==> src/rtl/vblank_update_arbiter_if.sv <==
// Request/grant bundle between game-logic requesters and vblank_update_arbiter.
// The master modport is the requester side and the slave modport is the arbiter side.
interface vblank_update_arbiter_if #(
  parameter int NREQ = 4
) ();
  localparam int IDW = (NREQ > 1) ? $clog2(NREQ) : 1;

  logic [NREQ-1:0] req;
  logic [NREQ-1:0] done;
  logic [NREQ-1:0] gnt;
  logic [IDW-1:0]  gnt_id;
  logic            busy;

  modport master (
    output req,
    output done,
    input  gnt,
    input  gnt_id,
    input  busy
  );

  modport slave (
    input  req,
    input  done,
    output gnt,
    output gnt_id,
    output busy
  );
endinterface

==> src/rtl/vblank_update_arbiter.sv <==
// Round-robin owner of the game-state update port, granting only inside vertical blank.
// Define FRAME_ARB_TIMEOUT_EN to force-release a grant after MAX_HOLD cycles.
module vblank_update_arbiter #(
  parameter int NREQ     = 4,
  parameter int FCNT_W   = 16,
  parameter int MAX_HOLD = 64
) (
  input  logic                   clk,
  input  logic                   rst,
  input  logic                   i_vblnk,
  vblank_update_arbiter_if.slave bus,
  output logic [FCNT_W-1:0]      o_frame_cnt,
  output logic                   o_overrun,
  output logic                   o_timeout
);
  localparam int IDW = (NREQ > 1) ? $clog2(NREQ) : 1;

  typedef enum logic [1:0] {
    S_WAIT_WIN,
    S_ARB,
    S_GRANT
  } state_t;

  state_t            r_state;
  state_t            w_state_nxt;
  logic              r_vblnk_q;
  logic [IDW-1:0]    r_rr_ptr;
  logic [IDW-1:0]    w_rr_ptr_nxt;
  logic [NREQ-1:0]   r_gnt;
  logic [NREQ-1:0]   w_gnt_nxt;
  logic [IDW-1:0]    r_gnt_id;
  logic [IDW-1:0]    w_gnt_id_nxt;
  logic              r_busy;
  logic              w_busy_nxt;
  logic [FCNT_W-1:0] r_frame_cnt;
  logic [FCNT_W-1:0] w_frame_cnt_nxt;
  logic              r_overrun;
  logic              w_overrun_nxt;
  logic              r_timeout;
  logic              w_timeout_nxt;

  logic              w_rise;
  logic              w_fall;
  logic              w_found;
  logic [IDW-1:0]    w_winner;
  logic [IDW-1:0]    w_idx;
  logic              w_normal_rel;
  logic              w_force;
  logic              w_release;

  function automatic logic [IDW-1:0] wrap_add(input logic [IDW-1:0] a, input int unsigned b);
    int unsigned s;
    s = 32'(a) + b;
    if (s >= NREQ) s = s - NREQ;
    return s[IDW-1:0];
  endfunction

  assign w_rise = i_vblnk & ~r_vblnk_q;
  assign w_fall = ~i_vblnk & r_vblnk_q;

  // A requester that drops its level request is treated exactly like one that strobed done.
  assign w_normal_rel = bus.done[r_gnt_id] | ~bus.req[r_gnt_id];
  assign w_release    = w_normal_rel | w_force;

`ifdef FRAME_ARB_TIMEOUT_EN
  localparam int HOLD_W = $clog2(MAX_HOLD + 1);

  logic [HOLD_W-1:0] r_hold;

  always_ff @(posedge clk) begin
    if (rst) begin
      r_hold <= '0;
    end else if (r_state == S_GRANT) begin
      r_hold <= r_hold + HOLD_W'(1);
    end else begin
      r_hold <= '0;
    end
  end

  assign w_force = (r_state == S_GRANT) && (r_hold == HOLD_W'(MAX_HOLD - 1));
`else
  logic w_unused_hold;
  assign w_unused_hold = ^MAX_HOLD;
  assign w_force       = 1'b0;
`endif

  // Scan starts at the round-robin pointer so the last holder is checked last.
  always_comb begin
    w_found  = 1'b0;
    w_winner = '0;
    w_idx    = '0;
    for (int unsigned i = 0; i < NREQ; i++) begin
      w_idx = wrap_add(r_rr_ptr, i);
      if (!w_found && bus.req[w_idx]) begin
        w_found  = 1'b1;
        w_winner = w_idx;
      end
    end
  end

  always_comb begin
    w_state_nxt     = r_state;
    w_gnt_nxt       = r_gnt;
    w_gnt_id_nxt    = r_gnt_id;
    w_busy_nxt      = r_busy;
    w_rr_ptr_nxt    = r_rr_ptr;
    w_frame_cnt_nxt = r_frame_cnt;
    w_overrun_nxt   = 1'b0;
    w_timeout_nxt   = 1'b0;
    unique case (r_state)
      S_WAIT_WIN: begin
        w_gnt_nxt  = '0;
        w_busy_nxt = 1'b0;
        if (w_rise) begin
          w_state_nxt     = S_ARB;
          w_frame_cnt_nxt = r_frame_cnt + FCNT_W'(1);
        end
      end
      S_ARB: begin
        if (!i_vblnk) begin
          w_state_nxt = S_WAIT_WIN;
        end else if (w_found) begin
          w_gnt_nxt    = NREQ'(1) << w_winner;
          w_gnt_id_nxt = w_winner;
          w_busy_nxt   = 1'b1;
          w_state_nxt  = S_GRANT;
        end
      end
      S_GRANT: begin
        // The window closing never revokes a grant; it is only reported.
        w_overrun_nxt = w_fall;
        if (w_release) begin
          w_gnt_nxt     = '0;
          w_busy_nxt    = 1'b0;
          w_rr_ptr_nxt  = wrap_add(r_gnt_id, 1);
          w_state_nxt   = i_vblnk ? S_ARB : S_WAIT_WIN;
          w_timeout_nxt = w_force & ~w_normal_rel;
        end
      end
      default: begin
        w_state_nxt = S_WAIT_WIN;
        w_gnt_nxt   = '0;
        w_busy_nxt  = 1'b0;
      end
    endcase
  end

  // vblnk_q resets high so releasing reset in the middle of a blank opens no window.
  always_ff @(posedge clk) begin
    if (rst) begin
      r_state     <= S_WAIT_WIN;
      r_vblnk_q   <= 1'b1;
      r_rr_ptr    <= '0;
      r_gnt       <= '0;
      r_gnt_id    <= '0;
      r_busy      <= 1'b0;
      r_frame_cnt <= '0;
      r_overrun   <= 1'b0;
      r_timeout   <= 1'b0;
    end else begin
      r_state     <= w_state_nxt;
      r_vblnk_q   <= i_vblnk;
      r_rr_ptr    <= w_rr_ptr_nxt;
      r_gnt       <= w_gnt_nxt;
      r_gnt_id    <= w_gnt_id_nxt;
      r_busy      <= w_busy_nxt;
      r_frame_cnt <= w_frame_cnt_nxt;
      r_overrun   <= w_overrun_nxt;
      r_timeout   <= w_timeout_nxt;
    end
  end

  assign bus.gnt     = r_gnt;
  assign bus.gnt_id  = r_gnt_id;
  assign bus.busy    = r_busy;
  assign o_frame_cnt = r_frame_cnt;
  assign o_overrun   = r_overrun;
  assign o_timeout   = r_timeout;
endmodule
==> src/flat_wrapper.sv <==
// flat-port wrapper written by rule: the top's interface ports become plain ports
module vblank_update_arbiter_flat 
#(
  parameter int NREQ     = 4,
  parameter int FCNT_W   = 16,
  parameter int MAX_HOLD = 64
)
  (clk, rst, i_vblnk, o_frame_cnt, o_overrun, o_timeout, bus_req, bus_done, bus_gnt, bus_gnt_id, bus_busy);
  vblank_update_arbiter_if #(.NREQ(NREQ)) bus_i ();
  input  logic clk;
  input  logic rst;
  input  logic i_vblnk;
  output logic [FCNT_W-1:0] o_frame_cnt;
  output logic o_overrun;
  output logic o_timeout;
  input wire logic [$bits(bus_i.req)-1:0] bus_req;
  input wire logic [$bits(bus_i.done)-1:0] bus_done;
  output wire logic [$bits(bus_i.gnt)-1:0] bus_gnt;
  output wire logic [$bits(bus_i.gnt_id)-1:0] bus_gnt_id;
  output wire logic [$bits(bus_i.busy)-1:0] bus_busy;
  assign bus_i.req = bus_req;
  assign bus_i.done = bus_done;
  assign bus_gnt = bus_i.gnt;
  assign bus_gnt_id = bus_i.gnt_id;
  assign bus_busy = bus_i.busy;
  vblank_update_arbiter #(.NREQ(NREQ), .FCNT_W(FCNT_W), .MAX_HOLD(MAX_HOLD)) u_core (.clk(clk), .rst(rst), .i_vblnk(i_vblnk), .bus(bus_i), .o_frame_cnt(o_frame_cnt), .o_overrun(o_overrun), .o_timeout(o_timeout));
endmodule
==> config.mk <==
export PLATFORM = sky130hd
export DESIGN_NAME = vblank_update_arbiter_flat
export DESIGN_NICKNAME = d
export VERILOG_FILES = /design/src/rtl/vblank_update_arbiter_if.sv /design/src/rtl/vblank_update_arbiter.sv /design/src/flat_wrapper.sv
export SDC_FILE = /design/constraint.sdc
export NUM_CORES = 1
export LEC_CHECK = 0
export ABC_AREA = 1
export CAP_MARGIN = 15
export CORE_ASPECT_RATIO = 0.75
export CORE_MARGIN = 1.5
export CORE_UTILIZATION = 32
export DETAILED_ROUTE_END_ITERATION = 7
export PLACE_DENSITY_LB_ADDON = 0.25
export SYNTH_ARGS = -nofsm -noshare
export SYNTH_HDL_FRONTEND = slang
export SYNTH_SLANG_ARGS = --single-unit
==> constraint.sdc <==
create_clock -name clk -period 1.6 [get_ports clk]
set_input_delay 0.32 -clock clk [delete_from_list [all_inputs] [get_ports clk]]
set_output_delay 0.32 -clock clk [all_outputs]
set_load 0.01 [all_outputs]
**Word level (Yosys, flattened, before mapping)**

Cells that the tools add are included.

- Bits in registers: 29
- Input bits: 11
- Output and inout port bits: 25

- $add $sub $neg: 10
- $lt $le $gt $ge: 10
- Eq/ne operators: 7
- Shifts and indexed selects: 1
- Multiplexer cells: 39
- Bitwise operators: 7
- Reductions and logical operators: 13

Operators with widths:

| cell | number |
|---|---|
| 2-to-1 mux 2 bit | 13 |
| adder 16 x 1 -> 16 bit (second input constant) | 1 |
| < comparator 2 x 3 -> 1 bit (second input constant) | 5 |
| 2-to-1 mux 1 bit | 14 |
| binary-select mux 1 bit (select 2 bit) | 6 |
| greater-or-equal comparator 3 bit (second input constant) | 4 |
| 2-to-1 mux 4 bit | 3 |
| subtractor 2 x 1 -> 2 bit (second input constant) | 5 |
| AND reduction 3 bit | 3 |
| case mux 4 bit (2 select lines) | 1 |
| adder 2 x 1 -> 3 bit (second input constant) | 2 |
| adder 2 x 2 -> 3 bit (second input constant) | 2 |
| != test 2 x 1 -> 1 bit (second input constant) | 3 |
| case mux 2 bit (3 select lines) | 1 |
| NOT 1 bit | 4 |
| AND reduction 2 bit | 2 |
| left shift 1 x 2 -> 4 bit (first input constant) | 1 |
| greater-or-equal comparator 2 x 3 -> 1 bit (second input constant) | 1 |
| logical AND 1 bit | 3 |
| logical NOT 1 bit | 3 |
| != test 3 x 2 -> 1 bit (second input constant) | 1 |
| AND 1 bit | 2 |
| == test 2 x 1 -> 1 bit (second input constant) | 1 |
| == test 2 bit (second input constant) | 1 |
| other kinds (5) | 5 |

**Depth between registers and ports, before layout**

- Depth after elaboration: 18
- Mapped depth: 12
- Gate-level depth less buffers: 12

**Worst setup path before layout**

OpenSTA, ideal clock, no wires.

- Path type: register to register
- Start: register u_core.r_frame_cnt[0], in the netlist u_core.o_frame_cnt[0]
- End: register u_core.r_frame_cnt[14], in the netlist u_core.o_frame_cnt[14]
- Arrival time: 1.324 ns
- Slack: 0.160 ns
- Stages on the path, launching flop included: 9
- Path buffers: 0
- Cells stage by stage: dfxtp_1 -> ha_1 -> inv_1 -> nor3_2 -> nand4_2 -> nor3_2 -> nand3_1 -> nand2_1 -> a21oi_1

- Longest elaborated chain between the ends: 1

RTL lines:

| element | RTL line | RTL |
|---|---|---|
| from (decl) | vblank_update_arbiter.sv:35 | `logic [FCNT_W-1:0] r_frame_cnt;` |
| from (signal assigned) | vblank_update_arbiter.sv:167 | `r_frame_cnt <= w_frame_cnt_nxt;` |
| adder 16 x 1 -> 16 bit | vblank_update_arbiter.sv:116 | `w_frame_cnt_nxt = r_frame_cnt + FCNT_W'(1);` |

No other way between the ends.
A chain may end at the register's enable or synchronous reset.

**Worst setup path in the final report**

- Start: register u_core.r_frame_cnt[2], in the netlist u_core.o_frame_cnt[2]
- End: output port o_frame_cnt[2]

RTL lines:

| element | RTL line | RTL |
|---|---|---|
| to (decl) | flat_wrapper.sv:13 | `output logic [FCNT_W-1:0] o_frame_cnt;` |

No word-level cell between the ends.

==> out/results.tsv <==
metric	value	unit
hold_ws	0.4534	ns
clock-pin slew on the worst setup and hold paths	0.06	ns
number of synthesized register bits	29	
fmax	646.0	MHz
Final ANT Viol Nets	0	
first-pass GRT wire length	7.238	mm
top cells by area, synth	dfxtp_1 (34%), nand2_1 (14%), nor2_1 (6.3%)	
Post-Syn Area	1720	sq um
placer congestion estimate	0.8211	
CTS H-tree depth	2	
Sw Pwr	0.4470	mW
Power Dens Cells	635.6	nW/um^2
Crit path largest cell delay	0.52	ns
clk_lat worst skew	0.27	ns
initial antenna violation count	0	
Wirelength per Cell	11.21	um
Avg Cell Area, Syn	6.773	sq um
status	finished clean	
Crit path buffers/inverters	2	
Commonest cells post-synth	nand2_1 (66), dfxtp_1 (29), nor2_1 (29), inv_1 (22), nand3_1 (19)	
worst path arrival time	1.23	ns
Core Region	5037	sq um
dominant cell by count in the synthesized netlist	nand2_1	
post-synthesis async set-or-reset flop share	0	%
Worst slew margin	66.30	%
CTS tree	built	
top_reg_cell synth	dfxtp_1	
via count	1789	
Util after Layout	50.20	%
critical path cell sequence	buf_4 -> clkdlybuf4s50_1	
proportion of layout cells with a drive suffix above 1	28.21	%
period utilization	96.76	%
Clock Power Share	34.9	%
Cell Rows	22	
remaining routing DRC violations	0	
nets@finish	330	
Fillers	524	
internal power	1.160	mW
post-synthesis sequential area ratio	33.75	%
Final Hold Fails	0	
Post-Syn Nets	266	
P_leak	1.212	nW
diode count	0	
vias in the first global route	1623	
final instance area	2529	sq um
Combinational Power Share	18.6	%
share of the synthesized area in the top cell type	33.75	%
CP Data Required Time	1.28	ns
setup TNS	0	ns
largest net degree at the start of global routing	16	
chip width	87.67	um
CP max stage cell	clkdlybuf4s50_1	
Max FO, Critical Path	2	
min cycle time layout	1.548	ns
Final Slew Violations	0	
I/O Pins	36	
unrepaired setup endpoints after global routing	true	
Setup-failing EPs final	0	
clock sinks	29	
area occupied by multi-input gates	1075	sq um
Syn Inst Count	254	
IO Port Bufs	34	
area leader, netlist	dfxtp_1	
CTS max path bufs	2	
Clock Skew	0.005702	ns
WL final	4.384	mm
full die area	5830	sq um
area delta synth->final	46.98	%
Register Area	598.1	sq um
Initial Utilization	34.15	%
library cells used by synthesis	34	
Final Power	1.607	mW
DP Area	2285	sq um
Worst path top cell family by delay	buffers and inverters	
Seq pwr share	46.5	%
min-delay worst type	in -> reg	
Crit. End Element	output pin	
Vias per Instance	4.575	
total grt overflow	0	
CTS Buf Count	5	
Max-Cap Viols	0	
CP Class	reg -> out	
Root Driver	clkbuf_8	
worst-margin pin slew	0.5050	ns
VDD IR max	0.3132	mV
initial DRC count	137	
switching share of power	27.81	%
Tot GR Track Use	16.09	%
Die Ht	66.50	um
Syn. warnings	0	
crit start category	flip-flop	
Pre-antenna DRT Iters	5	
Post-synth EDFFs	0	
DP HPWL	3.291	mm
-- per-layer routing --
metal / GRT usage [%] / routed length [um]
met1: 23.39 / 2288
met2: 22.79 / 1876
met3: 4.337 / 191
met4: 4.960 / 27
met5: 0 / 0
-- state kept, by name, summed over array words and instances, names as in the netlist --
name	cells
u_core.r_vblnk_q	1
u_core.r_state	2
u_core.o_overrun	1
u_core.r_rr_ptr	2
u_core.bus.busy	1
u_core.bus.gnt_id	2
u_core.o_frame_cnt	16
u_core.bus.gnt	4
-- worst paths after layout --
path,cells after the start,endpoint,from,slack [ns]
hold reg to reg,2,u_core.o_overrun,u_core.r_vblnk_q,0.46
setup / recovery,2,o_frame_cnt[2],u_core.o_frame_cnt[2],0.05
hold / removal,4,u_core.r_vblnk_q,i_vblnk,0.45
setup reg to reg,12,u_core.bus.gnt[2],u_core.r_rr_ptr[0],0.08
-- power groups by stage --
stage,Clock [mW],Combinational (mW),Sequential [mW]
6_report,0.561,0.300,0.747
5_1_grt,0.628,0.333,0.748
4_1_cts,0.579,0.273,0.749
3_5_place_dp,0,0.273,0.764
3_3_place_gp,0,0.272,0.764
2_1_floorplan,0,0.175,0.766
-- layout make-up --
type	count	share of cell area, %
Clock inverter	2	0.3958
Sequential cell	29	23.65
Tap cell	72	3.563
Clock buffer	6	2.870
Multi-Input combinational cell	192	42.50
Inverter	29	4.602
Timing Repair Buffer	61	22.41
-- per-stage QoR --
stage / std cells / worst slack, ns
final: 391 / 0.05191
after global routing: 391 / -0.04631
after CTS: 387 / -0.004630
after detailed placement: 379 / -0.3144
after global placement: 379 / -0.3149
after floorplan: 254 / 0.1604
-- cell usage in the layout (no fill, tap or decap), drive strengths merged --
| cell type | n |
|---|---|
| a211oi | 1 |
| a21oi | 18 |
| and2 | 1 |
| buf | 27 |
| clkbuf | 6 |
| clkdlybuf4s50 | 23 |
| clkinv | 2 |
| conb | 1 |
| dfxtp | 29 |
| dlygate4sd2 | 1 |
| dlymetal6s2s | 10 |
| ha | 1 |
| inv | 29 |
| nand2 | 83 |
| nand3 | 22 |
| nand4 | 7 |
| nor2 | 33 |
| nor3 | 6 |
| nor3b | 1 |
| nor4 | 2 |
| o211ai | 2 |
| o21ai | 8 |
| o31ai | 1 |
| xnor2 | 1 |
| xor2 | 4 |
-- logic make-up (layout without fill, tap and decap cells) --
group	count (synthesis)	after routing	synth area share, %
simple gates	154	155	44.07
buf+inv	34	98	9.164
compound gates	30	30	9.527
flops	29	29	33.75
xor+xnor	5	5	2.545
fa+ha+maj	1	1	0.7272
other cells	1	1	0.2180
-- repair_timing --
action                                  in CTS  in global routing
setup buffers                                0                  3
endpoints found under the hold margin        0                  0
cloned                                       0                  1
hold buffers                                 0                  0
endpoints found under the setup margin      12                 24
pin swaps                                    1                 12
resized for setup                            5                 37
-- worst register-to-register path, delay by kind of cell, from the launching register on --
| family | cells | cell delay, ns |
|---|---|---|
| DFF | 1 | 0.37 |
| buffers and inverters | 2 | 0.20 |
| AOI/OAI and AO/OA | 1 | 0.12 |
| and+or+nand+nor | 9 | 0.77 |
Power figures use the tool's default switching activity.
